**src/rtl/fetch_pkg.sv**
```systemverilog
// Shared types and constants for the instruction fetch unit.
package fetch_pkg;

    localparam int unsigned WIDTH = 16;
    localparam logic [WIDTH-1:0] DEFAULT_RESET_PC = 16'h0000;

    typedef enum logic [1:0] {
        IDLE = 2'd0,
        REQ  = 2'd1,
        LOAD = 2'd2
    } state_t;

endpackage

```
**src/rtl/pc_reg.sv**
```systemverilog
// Program counter register: reset has priority over branch load, which has priority over increment.
module pc_reg
    import fetch_pkg::*;
#(
    parameter logic [WIDTH-1:0] RESET_PC = DEFAULT_RESET_PC
) (
    input  logic             clk,
    input  logic             rst,
    input  logic             load,
    input  logic             inc,
    input  logic [WIDTH-1:0] target,
    output logic [WIDTH-1:0] pc
);

    always_ff @(posedge clk) begin
        if (rst) begin
            pc <= RESET_PC;
        end else if (load) begin
            pc <= target;
        end else if (inc) begin
            pc <= pc + 1'b1;
        end
    end

endmodule

```
**src/rtl/fetch_unit.sv**
```systemverilog
// Instruction fetch FSM (IDLE/REQ/LOAD): one memory read per start, branch redirect wins over ack.
// Define FETCH_TIMEOUT_EN to abort a fetch after TIMEOUT_CYCLES cycles without mem_ack (sticky err).
module fetch_unit
    import fetch_pkg::*;
#(
    parameter logic [WIDTH-1:0] RESET_PC       = DEFAULT_RESET_PC,
    parameter int unsigned      TIMEOUT_CYCLES = 255
) (
    input  logic             clk,
    input  logic             rst,
    input  logic             start,
    input  logic             stall,
    input  logic             br_valid,
    input  logic [WIDTH-1:0] br_target,
    input  logic             mem_ack,
    input  logic [WIDTH-1:0] mem_rdata,
    output logic             mem_req,
    output logic [WIDTH-1:0] mem_addr,
    output logic [WIDTH-1:0] instr,
    output logic             en_ir,
    output logic [WIDTH-1:0] pc,
    output logic             busy,
    output logic             err
);

    if (TIMEOUT_CYCLES < 1 || TIMEOUT_CYCLES > 255) begin : g_bad_timeout
        $error("fetch_unit: TIMEOUT_CYCLES must be in 1..255");
    end

    state_t state;
    logic   pc_inc;

    // A branch redirect suppresses the increment even when the ack lands in the same cycle.
    assign pc_inc   = (state == REQ) && mem_ack && !br_valid;
    assign mem_addr = pc;

    pc_reg #(
        .RESET_PC(RESET_PC)
    ) u_pc_reg (
        .clk    (clk),
        .rst    (rst),
        .load   (br_valid),
        .inc    (pc_inc),
        .target (br_target),
        .pc     (pc)
    );

`ifdef FETCH_TIMEOUT_EN
    localparam logic [7:0] TIMEOUT_LAST = 8'(TIMEOUT_CYCLES - 1);
    logic [7:0] tcount;
`else
    assign err = 1'b0;
`endif

    always_ff @(posedge clk) begin
        if (rst) begin
            state   <= IDLE;
            instr   <= '0;
            mem_req <= 1'b0;
            en_ir   <= 1'b0;
            busy    <= 1'b0;
`ifdef FETCH_TIMEOUT_EN
            err     <= 1'b0;
            tcount  <= '0;
`endif
        end else begin
            en_ir <= 1'b0;
            case (state)
                IDLE: begin
                    if (start && !stall && !br_valid) begin
                        state   <= REQ;
                        mem_req <= 1'b1;
                        busy    <= 1'b1;
`ifdef FETCH_TIMEOUT_EN
                        tcount  <= '0;
`endif
                    end
                end
                REQ: begin
                    if (br_valid) begin
                        state   <= IDLE;
                        mem_req <= 1'b0;
                        busy    <= 1'b0;
                    end else if (mem_ack) begin
                        instr   <= mem_rdata;
                        state   <= LOAD;
                        mem_req <= 1'b0;
                        en_ir   <= 1'b1;
                    end
`ifdef FETCH_TIMEOUT_EN
                    else if (tcount == TIMEOUT_LAST) begin
                        state   <= IDLE;
                        mem_req <= 1'b0;
                        busy    <= 1'b0;
                        err     <= 1'b1;
                    end else begin
                        tcount  <= tcount + 8'd1;
                    end
`endif
                end
                LOAD: begin
                    state <= IDLE;
                    busy  <= 1'b0;
                end
                default: begin
                    state   <= IDLE;
                    mem_req <= 1'b0;
                    busy    <= 1'b0;
                end
            endcase
        end
    end

endmodule

```
**config.mk**
```make
export PLATFORM = sky130hd
export DESIGN_NAME = fetch_unit
export DESIGN_NICKNAME = d
export VERILOG_FILES = /design/src/rtl/fetch_pkg.sv /design/src/rtl/pc_reg.sv /design/src/rtl/fetch_unit.sv
export SDC_FILE = /design/constraint.sdc
export NUM_CORES = 1
export LEC_CHECK = 0
export BUFFER_PORTS_ARGS = -buffer_cell sky130_fd_sc_hd__buf_2
export CORE_ASPECT_RATIO = 2
export CORE_MARGIN = 2
export CORE_UTILIZATION = 40
export DETAILED_ROUTE_END_ITERATION = 10
export GPL_ROUTABILITY_DRIVEN = 0
export GPL_TIMING_DRIVEN = 1
export PLACE_DENSITY_LB_ADDON = 0.08
export SETUP_SLACK_MARGIN = 0.1
export SLEW_MARGIN = 40
export SYNTH_ARGS = -nofsm -noshare
export SYNTH_HDL_FRONTEND = slang
export SYNTH_SLANG_ARGS = --single-unit
```
**constraint.sdc**
```tcl
create_clock -name clk -period 1.8 [get_ports clk]
set_clock_uncertainty 0.05 [all_clocks]
set_input_delay 0.09 -clock clk [delete_from_list [all_inputs] [get_ports clk]]
set_output_delay 0.09 -clock clk [all_outputs]
set_load 0.01 [all_outputs]
```
==> results.toml, run 1 <==
[status]
status = "finished, violations left"
violations = "negative setup slack"

[timing]
slew-limit-headroom = 0.5525
period_needed_ns = 1.910
setup_tns_ns = -0.3023
rsz0062_at_grt = "true"
setup_viol = 3
slew_viol_final = 0
max_slew.worst_pin.slew_ns = 0.6713
finalWorstSetupSlack_ns = -0.1098
fmax_mhz = 523.6
timing.final.crit_share = 1.061
hold_viol = 0

[cts]
htree_levels = 2
cts_buffer_depth = 2
clock_latency_ns = 0.29
cts-root-buf = "clkbuf_8"
cts_sinks = 37
cts_tree = "built"
path_clk_slew_ns = 0.07
numCtsBuffers = 5

[drt]
drt_iter0_markers = 19
drtAntennaViolNets = 0
totalWireLength_mm = 4.532
num_vias = 1845
vias_per_cell = 4.843
dr.pass1.iters = 4
wl_per_cell_um = 11.90
drcViolationCount = 0

[die]
fp.dieW_um = 50.71
start_util = 0.4103
core_um2 = 4254
dieHeight_um = 97.42
io_pins = 90
fp-row-count = 34
dieArea_um2 = 4940

[power]
p_leak_uw = 0.001139
ir_worst_vdd_uv = 665.8
power_uw = 1710
power_density_nw_per_um2 = 664.9

[cells_and_area]
final_cell_mix = "buf_2 (88), nand2_1 (41), dfxtp_1 (27), nor2_1 (22), buf_4 (21)"
final_cells = 381
antennaDiodeCount = 0
fillCellCount = 428
drive_above_1_share = 0.4251
layout.nets = 365
final_common_cell = "buf_2"
syn_to_final_growth_pct = 47.38
final_util = 0.6047

[global_route]
grt_max_degree = 38
grt_pass1_vias = 1756
grt_overflow = 0
antenna_found_initial = 0
grt_usage = 0.1947
grt_pass1_wl_mm = 7.569

[synthesis]
synth-main-ff-cell = "dfxtp_1"
syn-mean-instance-area_um2 = 8.007
ys_seq_area_frac = 0.4244
syn-num-nets = 257
ys_types = 35
ys_ff_latch = 37
yosysWarnings = 0
synth_cells = 218
syn_area_um2 = 1745
ys_async_sr_fraction = 0
synth-edff-count = 0

[placement]
io_buffers = 88
placedCellCount = 354
pre_cts_slack_ns = -0.1021
place_hpwl_mm = 3.236

[setup_path]
worstPathCellList = "nand4b_1 > or4_4 > or4_1 > a311oi_1"
critPathMaxFanout = 2
crit_type = "flop to flop"
reg2reg_to = "u_pc_reg.pc[15]$_SDFFE_PP0P_"
arrival_ns = 2.05
end_kind = "flop"
ff2ff_setup_slack_ns = -0.11
reg2reg_from = "state[1]$_SDFFE_PP0P_"
critPathSlowestCell = "or4_4"
startpoint_type = "flop"
cp.required_ns = 1.94
startpoint = "state[1]$_SDFFE_PP0P_"
cpPeakStageDelay_ns = 0.56
reg2regPathDepth = 4

[flow_run]
maxCapViolations = 0

[hold_path]
min_path_type = "primary input to flop"
hold_depth = 3
whs_endpoint = "instr[9]$_SDFFE_PP0P_"
hp-start = "mem_rdata[9]"
-- layer usage --
metal | GRT usage | wire [um]
met1 | 0.2220 | 1921
met2 | 0.3482 | 2284
met3 | 0.04615 | 278
met4 | 0.05613 | 48
met5 | 0 | 0
-- report_power, final --
group,switching (uW),internal (uW)
Sequential,26.2,851
Clock,280,268
Combinational,138,148
-- critical path, delay by kind of cell, from the launching register on --
| family | cells | cell delay, ns |
|---|---|---|
| AOI/OAI and AO/OA | 1 | 0.26 |
| and+or+nand+nor | 3 | 1.18 |
| DFF | 1 | 0.32 |
-- cell families (layout without fill, tap and decap cells) --
group	after synthesis	after routing	share of synthesized area
xor+xnor	6	6	0.03011
buf+inv	32	141	0.1061
mux	2	2	0.01290
fa+ha+maj	1	1	0.007167
flops	37	37	0.4244
compound gates	40	40	0.1434
simple gates	99	99	0.2738
other cells	1	1	0.002148
-- Yosys cell counts, types with 2 or more instances --
cell type  count  area, um^2
a2111oi_0      3       26.28
a211oi_1       5       37.54
a21oi_1       20       100.1
a311oi_1       5       43.79
buf_4         17       127.6
clkbuf_1      10       37.54
dfxtp_1       37       740.7
inv_1          3       11.26
mux2_2         2       22.52
nand2_1       42       157.7
nand3_1        4       20.02
nand4_1        3       18.77
nor2_1        22       82.58
nor2b_1        2       12.51
nor3_1         7       35.03
nor3b_1        2       15.01
nor4_1         2       12.51
o21ai_0        4       20.02
o31ai_1        2       15.01
or3_1          4       25.02
or4_1          3       22.52
or4_4          2       22.52
xnor2_1        4       35.03
xor2_1         2       17.52
-- worst max-delay path by stage --
stage	to	slack (ns)	cells past startpoint
2_1_floorplan	u_pc_reg.pc[10]$_SDFFE_PP0P_	-0.02	5
3_3_place_gp	u_pc_reg.pc[10]$_SDFFE_PP0P_	-0.07	5
3_5_place_dp	u_pc_reg.pc[15]$_SDFFE_PP0P_	-0.10	4
4_1_cts	u_pc_reg.pc[10]$_SDFFE_PP0P_	-0.09	5
5_1_grt	u_pc_reg.pc[10]$_SDFFE_PP0P_	-0.19	5
6_report	u_pc_reg.pc[15]$_SDFFE_PP0P_	-0.11	4
-- stage by stage --
stage	hold slack (ns)	cell area, um^2
detailed placement	0.2874	2278
floorplan	0.1743	1775
global placement	0.2808	2278
CTS	0.005446	2542
finish	0.008909	2572
global route	0.01231	2572
-- layout make-up --
class	instances	area [um^2]	area share
Multi-Input combinational cell	149	849.6	0.3303
Timing Repair Buffer	129	802.0	0.3118
Sequential cell	37	755.7	0.2938
Clock buffer	6	72.57	0.02821
Tap cell	54	67.56	0.02626
Inverter	4	15.01	0.005837
Clock inverter	2	10.01	0.003891
-- what timing repair did --
| item | in CTS | in global routing |
|---|---|---|
| hold buffers | 17 | 0 |
| endpoints found under the hold margin | 17 | 0 |
| endpoints found under the setup margin | 7 | 8 |
| setup buffers | 1 | 1 |
| pin swaps | 3 | 3 |
| resized for setup | 1 | 6 |
(Power assumes the default switching activity.)
==> run 2, diff against run 1 <==
CORE_UTILIZATION = 45   (was 40)
clock period = 1.9 ns   (was 1.8 ns; I/O delays follow)
==> results.toml, run 2 (synthesis results as in run 1) <==
[drt]
totalWireLength_mm = 4.616
vias_per_cell = 4.968
drcViolationCount = 0
wl_per_cell_um = 12.44
drt_iter0_markers = 14
drtAntennaViolNets = 0
num_vias = 1843
dr.pass1.iters = 4

[die]
dieArea_um2 = 4423
dieHeight_um = 92.08
io_pins = 90
fp.dieW_um = 48.04
fp-row-count = 32
core_um2 = 3804
start_util = 0.4589

[placement]
post_dp_cell_area_um2 = 2215
io_buffers = 88
place_hpwl_mm = 3.347

[timing]
slew_viol_final = 0
timing.final.crit_share = 0.9763
fmax_mhz = 539.1
slew-limit-headroom = 0.5495
hold_viol = 0
rsz0062_at_grt = "true"
period_needed_ns = 1.855
max_slew.worst_pin.slew_ns = 0.6758
setup_viol = 0
hold_ws_ns = 0.01534

[setup_path]
reg2regPathDepth = 5
end_kind = "flop"
crit_type = "flop to flop"
cp.required_ns = 2.05
startpoint = "state[1]$_SDFFE_PP0P_"
ff2ff_setup_slack_ns = 0.05
reg2reg_from = "state[1]$_SDFFE_PP0P_"
reg2reg_to = "u_pc_reg.pc[10]$_SDFFE_PP0P_"
arrival_ns = 2.01
critPathMaxFanout = 7
startpoint_type = "flop"

[cells_and_area]
seq_area_um2 = 755.7
final_common_cell = "buf_2"
drive_above_1_share = 0.4031
layout.nets = 358
final_cell_mix = "buf_2 (88), nand2_1 (41), dfxtp_1 (27), nor2_1 (22), a21oi_1 (20)"
multi_input_area_um2 = 834.6
antennaDiodeCount = 0
final_cell_area_um2 = 2542
syn_to_final_growth_pct = 45.66
fillCellCount = 357

[hold_path]
hp-start = "br_target[6]"
min_path_type = "primary input to flop"
whs_endpoint = "u_pc_reg.pc[6]$_SDFFE_PP0P_"
hold_depth = 3

[global_route]
grt_pass1_vias = 1746
grt_overflow = 0
grt_max_degree = 38
grt_usage = 0.2225
grt_pass1_wl_mm = 7.231
antenna_found_initial = 0

[cts]
cts-root-buf = "clkbuf_8"
clock_latency_ns = 0.29
cts_sinks = 37
cts_buffer_depth = 2
cts_tree = "built"
path_clk_slew_ns = 0.08
numCtsBuffers = 5
htree_levels = 2

[flow_run]
maxCapViolations = 0

[power]
power_density_nw_per_um2 = 723.9
p_leak_uw = 0.001119
ir_worst_vdd_uv = 626.0

[status]
status = "finished clean"
==> run 2: cell types whose count changed in the layout (fill, tap and decap cells not counted), sizes merged <==
cell / change
buf: -8
bufinv: +1
clkinv: -1
dlygate4sd3: +1
==> run 2: metal layers <==
metal,vias up,wire [um],GRT usage
met5,-,0,0
met2,66,2708,0.4189
met1,828,1591,0.2034
met4,0,81,0.08559
met3,8,235,0.05315
li1,941,-,-
==> run 2: power breakdown <==
| part | internal, uW | switching [uW] |
|---|---|---|
| clock network | 469 | 283 |
| registers | 806 | 31.4 |
| logic | 129 | 122 |
==> run 2: stage by stage <==
step           setup WS, ns  setup TNS, ns  instances  utilization  power, uW
2_1_floorplan       0.08267              0        218            -      990.0
6_report            0.04504              0        371       0.6684       1840
4_1_cts             0.04775              0        371       0.6684       1863
3_3_place_gp        0.06842              0        343       0.5822       1078
5_1_grt            -0.05571       -0.09686        371       0.6684       1924
3_5_place_dp        0.03502              0        343       0.5822       1081
==> run 2: critical path, cell delays in order (launching register included) <==
cell and delay, ns:
dfxtp_2 0.32, nand4b_1 0.20, buf_6 0.17, or4_4 0.48
or3_1 0.32, a311oi_1 0.24
==> run 2: repair_timing <==
item | 4_1_cts | 5_1_grt
buffers inserted | 2 | 0
setup endpoints to repair | 3 | 8
pin swaps | 4 | 2
hold buffers | 18 | 0
resized for setup | 1 | 0
endpoints found under the hold margin | 18 | 0
==> run 2: worst max-delay path by stage <==
stage | cells after the start | end | slack (ns)
after global routing | 5 | u_pc_reg.pc[10]$_SDFFE_PP0P_ | -0.06
after floorplan | 5 | u_pc_reg.pc[10]$_SDFFE_PP0P_ | 0.08
after CTS | 5 | u_pc_reg.pc[10]$_SDFFE_PP0P_ | 0.05
final | 5 | u_pc_reg.pc[10]$_SDFFE_PP0P_ | 0.05
after detailed placement | 4 | u_pc_reg.pc[15]$_SDFFE_PP0P_ | 0.04
after global placement | 4 | u_pc_reg.pc[15]$_SDFFE_PP0P_ | 0.07
==> run 2: final cells by class <==
class | instances | share of cell area
clock buffer | 6 | 0.03691
clock inverter | 2 | 0.01378
inverter | 4 | 0.005906
multi-input combinational | 149 | 0.3282
sequential | 37 | 0.2972
tap | 51 | 0.02510
timing repair buffer | 122 | 0.2928
